File: src/rtl/lsu_stage_if.sv
// Pipeline-side and cache-side signals of the load/store stage.
// The master view belongs to the stage itself. The slave view is the surrounding pipe
// and data cache.
interface lsu_stage_if #(
    parameter int LINE_BYTES = 16
);
    // EX/MEM request
    logic                    in_valid;
    logic                    in_load;
    logic                    in_store;
    logic [2:0]              in_funct3;
    logic [31:0]             in_addr;
    logic [31:0]             in_wdata;
    logic                    in_flush;

    // Pipe control and WB result
    logic                    stall_req;
    logic                    out_valid;
    logic [31:0]             out_data;
    logic                    out_fault;
    logic [3:0]              out_cause;

    // Data cache port
    logic                    c_valid;
    logic                    c_ready;
    logic                    c_we;
    logic [31:0]             c_addr;
    logic [LINE_BYTES-1:0]   c_wmask;
    logic [8*LINE_BYTES-1:0] c_wdata;
    logic [8*LINE_BYTES-1:0] c_rdata;

    modport master (
        input  in_valid, in_load, in_store, in_funct3, in_addr, in_wdata, in_flush,
        input  c_ready, c_rdata,
        output stall_req, out_valid, out_data, out_fault, out_cause,
        output c_valid, c_we, c_addr, c_wmask, c_wdata
    );

    modport slave (
        output in_valid, in_load, in_store, in_funct3, in_addr, in_wdata, in_flush,
        output c_ready, c_rdata,
        input  stall_req, out_valid, out_data, out_fault, out_cause,
        input  c_valid, c_we, c_addr, c_wmask, c_wdata
    );
endinterface

File: src/rtl/lsu_stage.sv
// Load/store stage between EX and WB.
// It issues one line-wide cache request per memory instruction. It raises width,
// alignment and window faults without touching the cache. Non-memory results
// pass straight through to WB.
//
// state | meaning
// IDLE  | accept the next instruction; non-memory and faulting ops answer next cycle
// BUSY  | cache request held on c_valid until c_ready, pipe stalled
// DONE  | result pulse to WB, stall released so EX/MEM advances
module lsu_stage #(
    parameter int          LINE_BYTES = 16,
    parameter logic [31:0] MEM_BASE   = 32'h8000_0000,
    parameter logic [31:0] MEM_SIZE   = 32'h0004_0000
) (
    input  logic          clk,
    input  logic          rst,
    lsu_stage_if.master   bus
);
    localparam int          LB     = LINE_BYTES;
    localparam int          OFF    = $clog2(LINE_BYTES);
    localparam logic [32:0] WIN_LO = {1'b0, MEM_BASE};
    localparam logic [32:0] WIN_HI = {1'b0, MEM_BASE} + {1'b0, MEM_SIZE};

    typedef enum logic [1:0] {IDLE, BUSY, DONE} state_t;

    state_t          state_q;
    logic            we_q;
    logic [2:0]      f3_q;
    logic [31:0]     addr_q;
    logic [LB-1:0]   wmask_q;
    logic [8*LB-1:0] wdata_q;
    logic            flushed_q;
    logic            out_valid_q;
    logic            out_fault_q;
    logic [3:0]      out_cause_q;
    logic [31:0]     out_data_q;

    logic            is_load;
    logic            is_mem;
    logic            illegal;
    logic            misal;
    logic            outside;
    logic            fault;
    logic            accept;
    logic [3:0]      cause_d;
    logic [32:0]     nbytes;
    logic [32:0]     a_end;
    logic [OFF-1:0]  off_in;
    logic [OFF-1:0]  line_off;
    logic [LB-1:0]   base_mask;
    logic [LB-1:0]   wmask_d;
    logic [8*LB-1:0] wdata_d;
    logic [7:0]      rd_byte;
    logic [15:0]     rd_half;
    logic [31:0]     rd_word;
    logic [31:0]     load_val;

    assign off_in   = bus.in_addr[OFF-1:0];
    assign line_off = addr_q[OFF-1:0];

    // Decode the incoming instruction: fault classification and line positioning of store data.
    always_comb begin
        is_load   = bus.in_load;
        is_mem    = bus.in_valid & (bus.in_load | bus.in_store);
        illegal   = is_load ? (bus.in_funct3 == 3'd3 || bus.in_funct3 == 3'd6 || bus.in_funct3 == 3'd7)
                            : (bus.in_funct3 >= 3'd3);
        misal     = ((bus.in_funct3[1:0] == 2'd1) & bus.in_addr[0]) |
                    ((bus.in_funct3[1:0] == 2'd2) & (bus.in_addr[1:0] != 2'b00));
        nbytes    = (bus.in_funct3[1:0] == 2'd0) ? 33'd1 :
                    (bus.in_funct3[1:0] == 2'd1) ? 33'd2 : 33'd4;
        // The whole access has to fit in the window, not just its first byte.
        a_end     = {1'b0, bus.in_addr} + nbytes;
        outside   = ({1'b0, bus.in_addr} < WIN_LO) | (a_end > WIN_HI);
        fault     = illegal | misal | outside;
        if (illegal)
            cause_d = 4'd2;
        else if (misal)
            cause_d = is_load ? 4'd4 : 4'd6;
        else
            cause_d = is_load ? 4'd5 : 4'd7;
        accept    = (state_q == IDLE) & is_mem & ~fault & ~bus.in_flush;

        base_mask = '0;
        wdata_d   = '0;
        case (bus.in_funct3[1:0])
            2'd0: begin
                base_mask[0]   = 1'b1;
                wdata_d        = {LB{bus.in_wdata[7:0]}};
            end
            2'd1: begin
                base_mask[1:0] = 2'b11;
                wdata_d        = {(LB/2){bus.in_wdata[15:0]}};
            end
            default: begin
                base_mask[3:0] = 4'hF;
                wdata_d        = {(LB/4){bus.in_wdata}};
            end
        endcase
        wmask_d = is_load ? '0 : (base_mask << off_in);
    end

    // Pick the addressed byte, half and word out of the returned line, then extend.
    always_comb begin
        rd_byte = '0;
        rd_half = '0;
        rd_word = '0;
        for (int i = 0; i < LB; i++)
            if (line_off == OFF'(i)) rd_byte = bus.c_rdata[8*i +: 8];
        for (int i = 0; i < LB/2; i++)
            if (line_off == OFF'(2*i)) rd_half = bus.c_rdata[16*i +: 16];
        for (int i = 0; i < LB/4; i++)
            if (line_off == OFF'(4*i)) rd_word = bus.c_rdata[32*i +: 32];
        case (f3_q)
            3'd0:    load_val = {{24{rd_byte[7]}}, rd_byte};
            3'd1:    load_val = {{16{rd_half[15]}}, rd_half};
            3'd4:    load_val = {24'd0, rd_byte};
            3'd5:    load_val = {16'd0, rd_half};
            default: load_val = rd_word;
        endcase
    end

    // Request FSM with registered cache request and WB result.
    always_ff @(posedge clk or negedge rst) begin
        if (!rst) begin
            state_q     <= IDLE;
            we_q        <= 1'b0;
            f3_q        <= '0;
            addr_q      <= '0;
            wmask_q     <= '0;
            wdata_q     <= '0;
            flushed_q   <= 1'b0;
            out_valid_q <= 1'b0;
            out_fault_q <= 1'b0;
            out_cause_q <= '0;
            out_data_q  <= '0;
        end else begin
            out_valid_q <= 1'b0;
            out_fault_q <= 1'b0;
            out_cause_q <= '0;
            case (state_q)
                IDLE: begin
                    if (bus.in_valid && !bus.in_flush) begin
                        if (!is_mem) begin
                            out_valid_q <= 1'b1;
                            out_data_q  <= bus.in_addr;
                        end else if (fault) begin
                            out_valid_q <= 1'b1;
                            out_fault_q <= 1'b1;
                            out_cause_q <= cause_d;
                            out_data_q  <= '0;
                        end else begin
                            we_q      <= ~is_load;
                            f3_q      <= bus.in_funct3;
                            addr_q    <= bus.in_addr;
                            wmask_q   <= wmask_d;
                            wdata_q   <= wdata_d;
                            flushed_q <= 1'b0;
                            state_q   <= BUSY;
                        end
                    end
                end
                BUSY: begin
                    // A flush cannot recall the request; it only hides the result.
                    if (bus.in_flush) flushed_q <= 1'b1;
                    if (bus.c_ready) begin
                        out_valid_q <= ~(flushed_q | bus.in_flush);
                        out_data_q  <= we_q ? 32'd0 : load_val;
                        state_q     <= DONE;
                    end
                end
                DONE: begin
                    state_q <= IDLE;
                end
                default: begin
                    state_q <= IDLE;
                end
            endcase
        end
    end

    // Stall covers the accept cycle and all of BUSY. It is forced low while reset is held.
    assign bus.stall_req = (state_q == BUSY) | (rst & accept);
    assign bus.out_valid = out_valid_q & ~((state_q == DONE) & bus.in_flush);
    assign bus.out_data  = out_data_q;
    assign bus.out_fault = out_fault_q;
    assign bus.out_cause = out_cause_q;
    assign bus.c_valid   = (state_q == BUSY);
    assign bus.c_we      = we_q;
    assign bus.c_addr    = addr_q;
    assign bus.c_wmask   = wmask_q;
    assign bus.c_wdata   = wdata_q;
endmodule

File: src/flat_wrapper.sv
// flat-port wrapper written by rule: the top's interface ports become plain ports
module lsu_stage_flat 
#(
    parameter int          LINE_BYTES = 16,
    parameter logic [31:0] MEM_BASE   = 32'h8000_0000,
    parameter logic [31:0] MEM_SIZE   = 32'h0004_0000
)
  (clk, rst, bus_in_valid, bus_in_load, bus_in_store, bus_in_funct3, bus_in_addr, bus_in_wdata, bus_in_flush, bus_c_ready, bus_c_rdata, bus_stall_req, bus_out_valid, bus_out_data, bus_out_fault, bus_out_cause, bus_c_valid, bus_c_we, bus_c_addr, bus_c_wmask, bus_c_wdata);
  lsu_stage_if #(.LINE_BYTES(LINE_BYTES)) bus_i ();
  input  logic clk;
  input  logic rst;
  input wire logic [$bits(bus_i.in_valid)-1:0] bus_in_valid;
  input wire logic [$bits(bus_i.in_load)-1:0] bus_in_load;
  input wire logic [$bits(bus_i.in_store)-1:0] bus_in_store;
  input wire logic [$bits(bus_i.in_funct3)-1:0] bus_in_funct3;
  input wire logic [$bits(bus_i.in_addr)-1:0] bus_in_addr;
  input wire logic [$bits(bus_i.in_wdata)-1:0] bus_in_wdata;
  input wire logic [$bits(bus_i.in_flush)-1:0] bus_in_flush;
  input wire logic [$bits(bus_i.c_ready)-1:0] bus_c_ready;
  input wire logic [$bits(bus_i.c_rdata)-1:0] bus_c_rdata;
  output wire logic [$bits(bus_i.stall_req)-1:0] bus_stall_req;
  output wire logic [$bits(bus_i.out_valid)-1:0] bus_out_valid;
  output wire logic [$bits(bus_i.out_data)-1:0] bus_out_data;
  output wire logic [$bits(bus_i.out_fault)-1:0] bus_out_fault;
  output wire logic [$bits(bus_i.out_cause)-1:0] bus_out_cause;
  output wire logic [$bits(bus_i.c_valid)-1:0] bus_c_valid;
  output wire logic [$bits(bus_i.c_we)-1:0] bus_c_we;
  output wire logic [$bits(bus_i.c_addr)-1:0] bus_c_addr;
  output wire logic [$bits(bus_i.c_wmask)-1:0] bus_c_wmask;
  output wire logic [$bits(bus_i.c_wdata)-1:0] bus_c_wdata;
  assign bus_i.in_valid = bus_in_valid;
  assign bus_i.in_load = bus_in_load;
  assign bus_i.in_store = bus_in_store;
  assign bus_i.in_funct3 = bus_in_funct3;
  assign bus_i.in_addr = bus_in_addr;
  assign bus_i.in_wdata = bus_in_wdata;
  assign bus_i.in_flush = bus_in_flush;
  assign bus_i.c_ready = bus_c_ready;
  assign bus_i.c_rdata = bus_c_rdata;
  assign bus_stall_req = bus_i.stall_req;
  assign bus_out_valid = bus_i.out_valid;
  assign bus_out_data = bus_i.out_data;
  assign bus_out_fault = bus_i.out_fault;
  assign bus_out_cause = bus_i.out_cause;
  assign bus_c_valid = bus_i.c_valid;
  assign bus_c_we = bus_i.c_we;
  assign bus_c_addr = bus_i.c_addr;
  assign bus_c_wmask = bus_i.c_wmask;
  assign bus_c_wdata = bus_i.c_wdata;
  lsu_stage #(.LINE_BYTES(LINE_BYTES), .MEM_BASE(MEM_BASE), .MEM_SIZE(MEM_SIZE)) u_core (.clk(clk), .rst(rst), .bus(bus_i));
endmodule
File: config.mk
export PLATFORM = sky130hd
export DESIGN_NAME = lsu_stage_flat
export DESIGN_NICKNAME = d
export VERILOG_FILES = /design/src/rtl/lsu_stage_if.sv /design/src/rtl/lsu_stage.sv /design/src/flat_wrapper.sv
export SDC_FILE = /design/constraint.sdc
export NUM_CORES = 1
export LEC_CHECK = 0
export ABC_AREA = 1
export BUFFER_PORTS_ARGS = -buffer_cell sky130_fd_sc_hd__buf_4
export CAP_MARGIN = 30
export CORE_AREA = 2 2 165 167
export CTS_BUF_LIST = sky130_fd_sc_hd__clkbuf_2
export DETAILED_ROUTE_END_ITERATION = 10
export DIE_AREA = 0 0 167 169
export PLACE_DENSITY = 0.81
export SYNTH_ARGS = -nofsm -noshare
export SYNTH_HDL_FRONTEND = slang
export SYNTH_SLANG_ARGS = --single-unit
File: constraint.sdc
create_clock -name clk -period 3.6 [get_ports clk]
set_clock_uncertainty 0.15 [all_clocks]
set_input_delay 0.36 -clock clk [delete_from_list [all_inputs] [get_ports clk]]
set_output_delay 0.36 -clock clk [all_outputs]
set_load 0.005 [all_outputs]
==> impl_results.md, run 1 <==
- Number of global-route vias before repair: 14200
- Failing checks: DRC
- DRT antenna net count: 0
- Layout Utilization: 0.593
- Post-synth top cells: nand2_1 (619), inv_1 (220), nor2_1 (166)
- CTS buffer count: 17
- CP max FO: 5
- Comb power frac: 0.551
- Warnings, synthesis: 0
- CTS tree: done
- Share of the yosys chip area belonging to registers: 0.275
- Peak VDD IR: 268 µV
- Root Driver: clkbuf_2
- Delay-heaviest family, CP: simple AND/OR/NAND/NOR gates
- Switch Pwr: roughly 3.1 mW
- Min-Delay Path Class: input port to flop
- Synth unique cells: 46
- Adder-cell share of the synthesized area: 0.00288
- Met3 wire length: 4160 µm
- Critical path class: input port to output port
- WL final: 50700 µm
- # diodes: 0
- Synth Instances: approximately 1900
- Clock Power Share: 0.151
- Syn Nets: 2115
- Internal power: 3.60 mW
- Synth area leader: dfrtp_1
- Syn_area_per_cell: 5.91 µm²
- Clock sinks: 124
- Top Layer Used: met5
- Wl on met1: 19400 µm
- Fillers: 2546
- Launching element type of the critical path: input port
- Placed Instances: 2526
- Simple-gate share of the synthesized area: 0.366
- Post-synth EDFFs: 0
- Initial antenna violation count: 1
- Crit share post-route: 0.965
- Flops & latches, synth: 124
- First-pass GRT wire length: 77300 µm
- Clock Latency Late Sink: about 710 ps
- 1st-iter DRT viols: roughly 1500
- Hold endpoint: u_core.bus.c_wmask[6]
- CP Cell Sequence: buf_4 > inv_1 > nor2_2 > ha_1 > inv_1 > o21ai_2 > nand3_1 > nor2_2 > nand2_1 > nand2_1 > nand2_1 > nor2_1 > nand2_1 > nor2_1 > nand3_1 > nand2_4 > nand4_4 > o21ai_2 > buf_4
- Hold Path Origin: bus_in_addr[2]
- Hold Crit Depth: 6
- Compound-cell area share of the yosys netlist: 0.171
- Total GRT Usage: 0.351
- RSZ-0062 raised after global routing: true
- Total power: about 6.7 mW
- Critical Path Max Stage Delay: between 200 and 300 ps
- Die Span X: roughly 170 µm
- Port bufs: 417
- Synth Cell Area: 11300 µm²
- Reg2reg setup slack: 250 ps
- RR Endpoint: u_core.bus.out_data[22]
- Drt wl/cell: 19.0 µm
- Setup violations, final: 0
- WHS: 38.9 ps
- Type of element capturing the critical path: output port
- PD cells: about 430 nW/µm²
- CP Buf/Inv Count: 4
- Main area contributors after synthesis: dfrtp_1 (27%), nand2_1 (21%), inv_1 (7.3%)
- Highest Clock Rate: 288 MHz
- Ys flop type: dfrtp_1
- Leak pwr: 8.46 nW
- RePlAce Congestion: 1.01
- Mux contribution to synthesized area: 0
- Fin. Hold Viols: 0
- Share of the synthesized area in the top cell type: 0.275
- DR pass1 iterations: 11
- Die area: ~28000 µm²
- FP Rows: 60
- Max cap viols: 0
- Cell mode on critical path: nand2_1
- Non-Filler Instances: 2675
- XOR/XNOR Fraction of Synth Area: 0.00697
- Fraction of layout cells with a size suffix above 1: 0.251
- Slew Viols, Final: 0
- Remaining global-route overflow: 0
- Via count: 14400
- WL met2: roughly 24000 µm
- Sw Share: 0.464
- Slew headroom: 0.352
- Ports: approximately 420
- Status: finished with violations
- Combinational family with the most area after synthesis: simple AND/OR/NAND/NOR gates
- Die H: 169 µm
- Nets: roughly 2500
- Async S/R FF share, synth: 1.00
- # DRC: 1
- Post-layout min period: 3470 ps
- Seq pwr share: 0.298
- Most frequent cell after synthesis: nand2_1
- Clock transition at the registers of the reported paths: 240 ps
- R2R depth: 17
- HPWL Detailed: 39300 µm
- CP Data Required Time: 3090 ps
- P&R area growth vs syn: 39.0%
- Starting density of the core: 0.427
- CTS H-tree depth: 4
- Tightest Pin Transition: 971 ps
- Core Area: 26500 µm²
- Clock buffer depth: 2
- Vias per cell: 5.37
- Largest net degree at the start of global routing: 79
- Critical R2R Launch: u_core.bus.c_addr[2]
- CP max stage cell: nand3_1
- Worst Path Arrival: 2960 ps
==> worst reg2reg max path, cell delays in order, from the launching register on <==
cell           delay, ps
dfrtp_2              540
nor2_2               260
nand2_1              160
clkinvlp_4           200
nand2_1               70
nand2_1               60
a21oi_1               90
o211ai_1             100
nand2_1               80
o21ai_0               80
o21ai_0              100
nand2_1               70
nand2_1               50
or2_2                320
nand3_4              200
nand2_1              120
a21oi_1              130
dlygate4sd3_1        560
==> final cells by class <==
| class | instances | area (µm²) | share of cell area |
|---|---|---|---|
| Sequential cell | 124 | 3110 | 0.198 |
| Clock buffer | 17 | 85.1 | 0.00541 |
| Inverter | 234 | 888 | 0.0565 |
| Tap cell | 341 | 427 | 0.0271 |
| Timing Repair Buffer | 578 | 4720 | 0.300 |
| Clock inverter | 15 | 173 | 0.0110 |
| Multi-Input combinational cell | 1366 | 6320 | 0.402 |
==> kinds of logic after synthesis <==
logic type | after synthesis
buf+inv | 421
simple gates | 1000
fa+ha+maj | 2
other cells | 1
compound gates | 354
xor+xnor | 9
flops | 124
==> flip-flops by register name, indices dropped and copies added, names as in the netlist, 2 cells and up <==
| signal | count |
|---|---|
| u_core.bus.c_wdata | 32 |
| u_core.bus.out_cause | 3 |
| u_core.bus.c_wmask | 16 |
| u_core.state_q | 2 |
| u_core.bus.out_data | 32 |
| u_core.bus.c_addr | 32 |
| u_core.f3_q | 3 |
==> metal layers <==
layer / GRT usage / up-vias
met5: 0 / -
met4: 0.166 / 2
met3: 0.0648 / 182
met2: 0.604 / 780
met1: 0.425 / 6599
li1: - / 6804
==> layout by cell type (no fill, tap or decap), types with 4 or more instances in the layout <==
cell	n
a21oi_1	119
dlygate4sd3_1	112
o21ai_0	118
nand2_1	618
nor3_1	38
inv_8	6
nand2_2	5
inv_2	10
buf_4	458
clkbuf_2	17
dfrtp_1	121
clkinv_1	5
nor2_1	153
nor2_2	10
clkinvlp_4	4
o211ai_1	12
o22ai_1	6
o21ai_1	50
o21ai_2	12
xor2_1	9
nand3_1	109
inv_1	216
o221ai_1	10
nand4_1	13
a31oi_1	16
buf_12	6
nor2_4	9
or2_2	26
==> how the worst max path moves through the flow <==
| stage | cells past startpoint | endpoint | slack [ps] | start |
|---|---|---|---|---|
| 3_3_place_gp | 22 | u_core.bus.c_wdata[116] | -50 | bus_in_funct3[0] |
| 3_5_place_dp | 22 | u_core.bus.c_wdata[117] | -20 | bus_in_funct3[0] |
| 4_1_cts | 19 | bus_stall_req | 20 | bus_in_addr[4] |
| 2_1_floorplan | 24 | u_core.bus.c_wdata[104] | 210 | bus_in_funct3[1] |
| 6_report | 19 | bus_stall_req | 130 | bus_in_funct3[0] |
| 5_1_grt | 16 | bus_stall_req | -20 | bus_in_funct3[0] |
==> power by group through the flow <==
stage	registers [mW]	clock network, mW	logic [mW]
2_1_floorplan	1.90	0	2.15
5_1_grt	2.04	1.09	4.11
3_3_place_gp	2.01	0	3.43
6_report	2.00	1.01	3.70
3_5_place_dp	2.00	0	3.48
4_1_cts	1.99	1.02	3.61
==> metrics by stage <==
step | setup WS (ps) | instance area (µm²) | setup TNS (ps)
after floorplan | 209 | 11300 | 0
after global placement | -53.9 | 14100 | -2340
after detailed placement | -18.7 | 14100 | -24.8
after CTS | 21.1 | 15500 | 0
after global routing | -20.9 | 15700 | -20.9
final | 127 | 15700 | 0
==> repair_timing <==
item	CTS	global route
hold buffers	110	3
setup buffers	0	4
resized for setup	0	39
hold endpoints to repair	240	5
setup endpoints to repair	0	7
Power figures use the tool's default switching activity.
==> run 2, diff against run 1 <==
--- a/config.mk
+++ b/config.mk
@@ -8,11 +8,13 @@
 export ABC_AREA = 1
 export BUFFER_PORTS_ARGS = -buffer_cell sky130_fd_sc_hd__buf_4
 export CAP_MARGIN = 30
-export CORE_AREA = 2 2 165 167
+export CORE_ASPECT_RATIO = 2
+export CORE_MARGIN = 2
+export CORE_UTILIZATION = 30
 export CTS_BUF_LIST = sky130_fd_sc_hd__clkbuf_2
 export DETAILED_ROUTE_END_ITERATION = 10
-export DIE_AREA = 0 0 167 169
-export PLACE_DENSITY = 0.81
+export HOLD_SLACK_MARGIN = 0.15
+export PLACE_DENSITY = 0.63
 export SYNTH_ARGS = -nofsm -noshare
 export SYNTH_HDL_FRONTEND = slang
 export SYNTH_SLANG_ARGS = --single-unit
==> constraint.sdc (replaced) <==
create_clock -name clk -period 4.1 [get_ports clk]
set_clock_uncertainty 0.15 [all_clocks]
set_input_delay 0.41 -clock clk [delete_from_list [all_inputs] [get_ports clk]]
set_output_delay 0.41 -clock clk [all_outputs]
set_load 0.005 [all_outputs]
==> run 2 against run 1 <==
Net effect: the run now ends clean; power down 12%; non-clock buffer count up 48; die area up 39%; routed wire length up 5.4%; final cell count up 6.2%; sequential share of layout area down 0.59 points; critical path depth up 1; clock power down 18%; largest power group unchanged.
==> impl_results.md, run 2 (synthesis results as in run 1) <==
- Status: finished, final reports clean
- Critical Path Max Stage Delay: 540 ps
- Vias per cell: 4.96
- Max cap viols: 0
- Leak pwr: around 8.6 nW
- Internal power: roughly 3.3 mW
- Clock buffer depth: 2
- HPWL Detailed: 43300 µm
- WL final: 53500 µm
- Clock Latency Late Sink: 760 ps
- Highest Clock Rate: 258 MHz
- Type of element capturing the critical path: flop
- Delay-heaviest family, CP: buffers and inverters
- Critical path class: flop to flop
- Switch Pwr: around 2.6 mW
- Die area: 39300 µm²
- CP max stage cell: dlygate4sd3_1
- Starting density of the core: 0.304
- R2R depth: 20
- Clock sinks: 124
- Clock transition at the registers of the reported paths: approximately 190 ps
- CTS H-tree depth: 4
- Cell mode on critical path: nand2_1
- Die Span X: 141 µm
- CTS tree: done
- PD cells: about 370 nW/µm²
- Worst Path Arrival: 4380 ps
- P&R area growth vs syn: 43.3%
- Hold endpoint: u_core.bus.out_data[15]
- Via count: roughly 14000
- Min-Delay Path Class: input port to flop
- Comb power frac: 0.571
- Crit share post-route: 0.945
- Port bufs: 417
- Most common cell after layout, fill and taps aside: nand2_1
- Initial antenna violation count: 1
- Ports: 419
- RR Endpoint: u_core.bus.out_data[3]
- Slew Viols, Final: 0
- CP max FO: 19
- Hold Crit Depth: 7
- Peak VDD IR: 207 µV
- Layout Utilization: 0.436
- CP Cell Sequence: buf_4 > nor2_4 > inv_1 > nor2_1 > buf_4 > inv_1 > buf_4 > or2_2 > nand2_1 > nand2_1 > nand2_1 > nand2_1 > nand2_1 > nand2_1 > nand2_1 > nand2_1 > dlygate4sd3_1 > nand2_1 > dlygate4sd3_1 > a21oi_1
- Nets: 2573
- Core Area: 37200 µm²
- Post-Route Setup TNS: 0 ps
- Hold Path Origin: bus_c_rdata[111]
- WHS: around 220 ps
- Setup violations, final: 0
- Number of global-route vias before repair: around 14000
- Clock Power Share: 0.140
- Sw Share: 0.435
- Reg2reg setup slack: 220 ps
- Root Driver: clkbuf_2
- Launching element type of the critical path: flop
- CP Depth: 20
- DRT antenna net count: 0
- CP Buf/Inv Count: 7
- RePlAce Congestion: 0.986
- FP Rows: 100
- Tightest Pin Transition: 1050 ps
- Total power: between 5 and 6 mW
- 1st-iter DRT viols: 768
- # DRC: 0
- Fin. Hold Viols: 0
- Fraction of layout cells with a size suffix above 1: 0.237
- DR pass1 iterations: 6
- Remaining global-route overflow: 0
- CTS buffer count: 17
- Drt wl/cell: 18.8 µm
- First-pass GRT wire length: 79700 µm
- Critical R2R Launch: u_core.bus.c_addr[2]
- Seq pwr share: 0.290
- CP Data Required Time: 4600 ps
- Die H: ~280 µm
- Largest net degree at the start of global routing: 82
- Most frequent cells in the layout: nand2_1 (618), buf_4 (455), inv_1 (219)
- Slew headroom: 0.298
- Post-layout min period: about 3900 ps
- Total GRT Usage: 0.266
==> run 2: cell types whose count changed in the layout (fill, tap and decap cells not counted), moves of 4 or more <==
cell,delta
inv_8,-6
nor2_4,-7
buf_12,-5
dlygate4sd3_1,+56
nor2_1,+4
==> run 2: worst reg2reg max path, delay by kind of cell, from the launching register on <==
kind / cells / cell delay (ps)
buf+inv: 7 / 2070
simple gates: 12 / 1010
flops: 1 / 500
compound gates: 1 / 50
==> run 2: worst max-delay path by stage <==
stage                         startpoint                 endpoint  slack, ps
CTS                       bus_in_addr[3]            bus_stall_req         50
global placement        bus_in_funct3[0]           u_core.f3_q[0]        200
floorplan               bus_in_funct3[1]  u_core.bus.c_wdata[104]        660
global route        u_core.bus.c_addr[2]   u_core.bus.out_data[3]        -20
finish              u_core.bus.c_addr[2]   u_core.bus.out_data[3]        220
detailed placement      bus_in_funct3[0]   u_core.bus.out_data[5]        160
==> run 2: repair_timing <==
| item | in CTS | in global routing |
|---|---|---|
| buffers inserted | 0 | 3 |
| hold buffers | 168 | 0 |
| resized for setup | 0 | 20 |
| endpoints found under the setup margin | 0 | 16 |
| endpoints found under the hold margin | 242 | 0 |
==> run 2: cell type report <==
cell class | count | area [µm²]
fill | 3985 | 21000
multi-input combinational | 1366 | 6240
timing repair buffer | 626 | 5140
sequential | 124 | 3110
inverter | 234 | 885
tap | 459 | 574
clock inverter | 12 | 149
clock buffer | 19 | 95.1
antenna | 1 | 2.50
==> run 2: stage by stage <==
stage                     instances  setup WS [ps]  cell area (µm²)
after floorplan                1911            659            11300
after global placement         2638            204            14200
after detailed placement       2638            164            14200
after CTS                      2837           54.4            16100
after global routing           2841          -16.9            16200
final                          2841            224            16200
==> run 2: per-layer routing <==
layer	up-vias	global-route usage	share of wire
met4	0	0.163	0.062
met3	141	0.0356	0.055
met1	6402	0.248	0.32
met5	-	0	0
met2	649	0.528	0.56
li1	6896	-	-
==> run 2: power by group through the flow <==
stage               sequential (mW)  clock [mW]  combinational, mW
floorplan                      1.67           0               1.89
global placement               1.73           0               3.09
detailed placement             1.74           0               3.10
CTS                            1.71       0.861               3.34
global route                   1.75       0.914               3.77
finish                         1.71       0.828               3.38
==> run 3, diff against run 2 <==
--- a/config.mk
+++ b/config.mk
@@ -14,7 +14,7 @@
 export CTS_BUF_LIST = sky130_fd_sc_hd__clkbuf_2
 export DETAILED_ROUTE_END_ITERATION = 10
 export HOLD_SLACK_MARGIN = 0.15
-export PLACE_DENSITY = 0.63
+export PLACE_DENSITY = 0.65
 export SYNTH_ARGS = -nofsm -noshare
 export SYNTH_HDL_FRONTEND = slang
 export SYNTH_SLANG_ARGS = --single-unit
==> constraint.sdc (replaced) <==
create_clock -name clk -period 3.24 [get_ports clk]
set_clock_uncertainty 0.15 [all_clocks]
set_input_delay 0.324 -clock clk [delete_from_list [all_inputs] [get_ports clk]]
set_output_delay 0.324 -clock clk [all_outputs]
set_load 0.005 [all_outputs]
==> run 3 against run 2 <==
Net effect: via count up 4.4%; combinational power up 34%; largest power group unchanged; first-iteration DRC count down 5.5%; register-to-register slack worse by 30 ps; sequential share of layout area down 1.5 points; non-clock buffer count up 118; worst setup slack worse by 130 ps; sequential power up 26%; global-route usage up 1.0 points; highest routed layer unchanged; sequential cell count unchanged; die area unchanged.
==> impl_results.md, run 3 (synthesis results as in run 1) <==
- Cell mode on critical path: buf_4
- Critical Path Max Stage Delay: ~550 ps
- Slew Viols, Final: 0
- RSZ-0062 raised after global routing: true
- Initial antenna violation count: 1
- Critical path class: input port to output port
- Fillers: 3862
- Crit share post-route: 0.972
- Non-Filler Instances: approximately 3000
- Setup ws final: 91.1 ps
- Max cap viols: 0
- Clock Latency Late Sink: 760 ps
- P&R area growth vs syn: 55.4%
- Fraction of layout cells with a size suffix above 1: 0.264
- Pre-CTS WS: -356 ps
- Worst Path Arrival: approximately 2700 ps
- Slew headroom: 0.315
- RePlAce Congestion: 0.985
- Delay-heaviest family, CP: buffers and inverters
- CP Cell Sequence: buf_4 > dlygate4sd3_1 > inv_1 > nor2_2 > nand3_1 > buf_4 > nor2_4 > buf_4 > nand2_1 > nand3b_1 > nor2_1 > nand2_1 > nor2_1 > nand3_1 > nand2_2 > nand4_4 > o21ai_2 > buf_4
- Layout Utilization: 0.473
- Min-Delay Path Class: input port to flop
- Largest net degree at the start of global routing: 125
- Total GRT Usage: 0.276
- Clock sinks: 124
- Launching element type of the critical path: input port
- Setup violations, final: 0
- Type of element capturing the critical path: output port
- CP Buf/Inv Count: 6
- Final instance area: 17600 µm²
- Clock transition at the registers of the reported paths: 170 ps
- WHS: roughly 230 ps
- Die area: about 39000 µm²
- Starting density of the core: 0.304
- Nets: 2691
- WL final: 56200 µm
- PD cells: 454 nW/µm²
- Core Area: 37200 µm²
- Highest Clock Rate: between 300 and 400 MHz
- Total power: 7.97 mW
- Die H: ~280 µm
- CTS tree: done
- Tightest Pin Transition: 1030 ps
- Most frequent cells in the layout: nand2_1 (607), buf_4 (507), dlygate4sd3_1 (227)
- Clock buffer depth: 2
- Drt wl/cell: ~19 µm
- DRT antenna net count: 0
- Root Driver: clkbuf_2
- Leak pwr: 9.25 nW
- Peak VDD IR: 288 µV
- Die Span X: roughly 140 µm
- CP Data Required Time: 2770 ps
- Via count: 14700
- Status: finished, final reports clean
- Remaining global-route overflow: 0
- CTS buffer count: 17
- Post-layout min period: 3150 ps
- Vias per cell: around 5.0
- CP max stage cell: dlygate4sd3_1
- CP max FO: 5
- Most common cell after layout, fill and taps aside: nand2_1
- Ports: 419
- DR pass1 iterations: 9
- CTS H-tree depth: 4
- 1st-iter DRT viols: 726
- Fin. Hold Viols: 0
- First-pass GRT wire length: 83000 µm
- FP Rows: 100
- Number of global-route vias before repair: ~15000
- Placed Instances: 2693
- # DRC: 0
- Dpl cell area: 14700 µm²
- Port bufs: 417
- Post-Route Setup TNS: 0 ps
- HPWL Detailed: 44600 µm
[run 3: worst reg2reg max path, cell delays in order, from the launching register on]
cell           delay (ps)
dfrtp_1               430
nor2_2                200
buf_4                 170
inv_1                  60
nor2_2                170
buf_4                 360
a21oi_1               110
o21ai_0               310
nand2_1                90
dlygate4sd3_1         570
a21oi_1               140
nand2_1               110
a21oi_1               120
[run 3: routing by layer]
| metal | vias to the layer above | part of all wire | global-route usage |
|---|---|---|---|
| met2 | 639 | 0.55 | 0.548 |
| li1 | 7117 | - | - |
| met3 | 164 | 0.049 | 0.0341 |
| met5 | - | 0 | 0 |
| met4 | 0 | 0.072 | 0.188 |
| met1 | 6792 | 0.33 | 0.252 |
[run 3: cell type report]
| class | instances | area (µm²) | area share |
|---|---|---|---|
| clock buffer | 19 | 95.1 | 0.00541 |
| sequential | 124 | 3110 | 0.177 |
| multi-input combinational | 1366 | 6430 | 0.366 |
| timing repair buffer | 744 | 6250 | 0.356 |
| clock inverter | 13 | 221 | 0.0126 |
| inverter | 234 | 885 | 0.0504 |
| antenna | 1 | 2.50 | 0.000142 |
| tap | 459 | 574 | 0.0327 |
[run 3: where the power goes]
part           switching (mW)  total (mW)  internal [mW]  leakage [nW]
combinational            2.39        4.53           2.13          7.49
sequential              0.313        2.15           1.84          1.58
clock                   0.629        1.29          0.661         0.179
[run 3: worst paths after layout]
kind                                           end                   from  slack (ps)  cells past startpoint
max in group asynchronous     u_core.bus.c_addr[3]                    rst        1670                      4
setup reg to reg            u_core.bus.out_data[3]   u_core.bus.c_addr[1]         190                     12
min in group asynchronous    u_core.bus.c_addr[22]                    rst         670                      4
hold / removal             u_core.bus.out_data[12]        bus_c_rdata[28]         230                     11
setup / recovery                     bus_stall_req         bus_in_addr[6]          90                     18
hold reg to reg              u_core.bus.c_addr[31]  u_core.bus.c_addr[31]         340                      2
[run 3: timing repair]
action                     in CTS  in global routing
pin swaps                       4                 16
gates resized for setup        23                 45
setup buffers                   0                  7
hold buffers                  227                  0
setup endpoints to repair       1                 18
hold endpoints to repair      248                  0
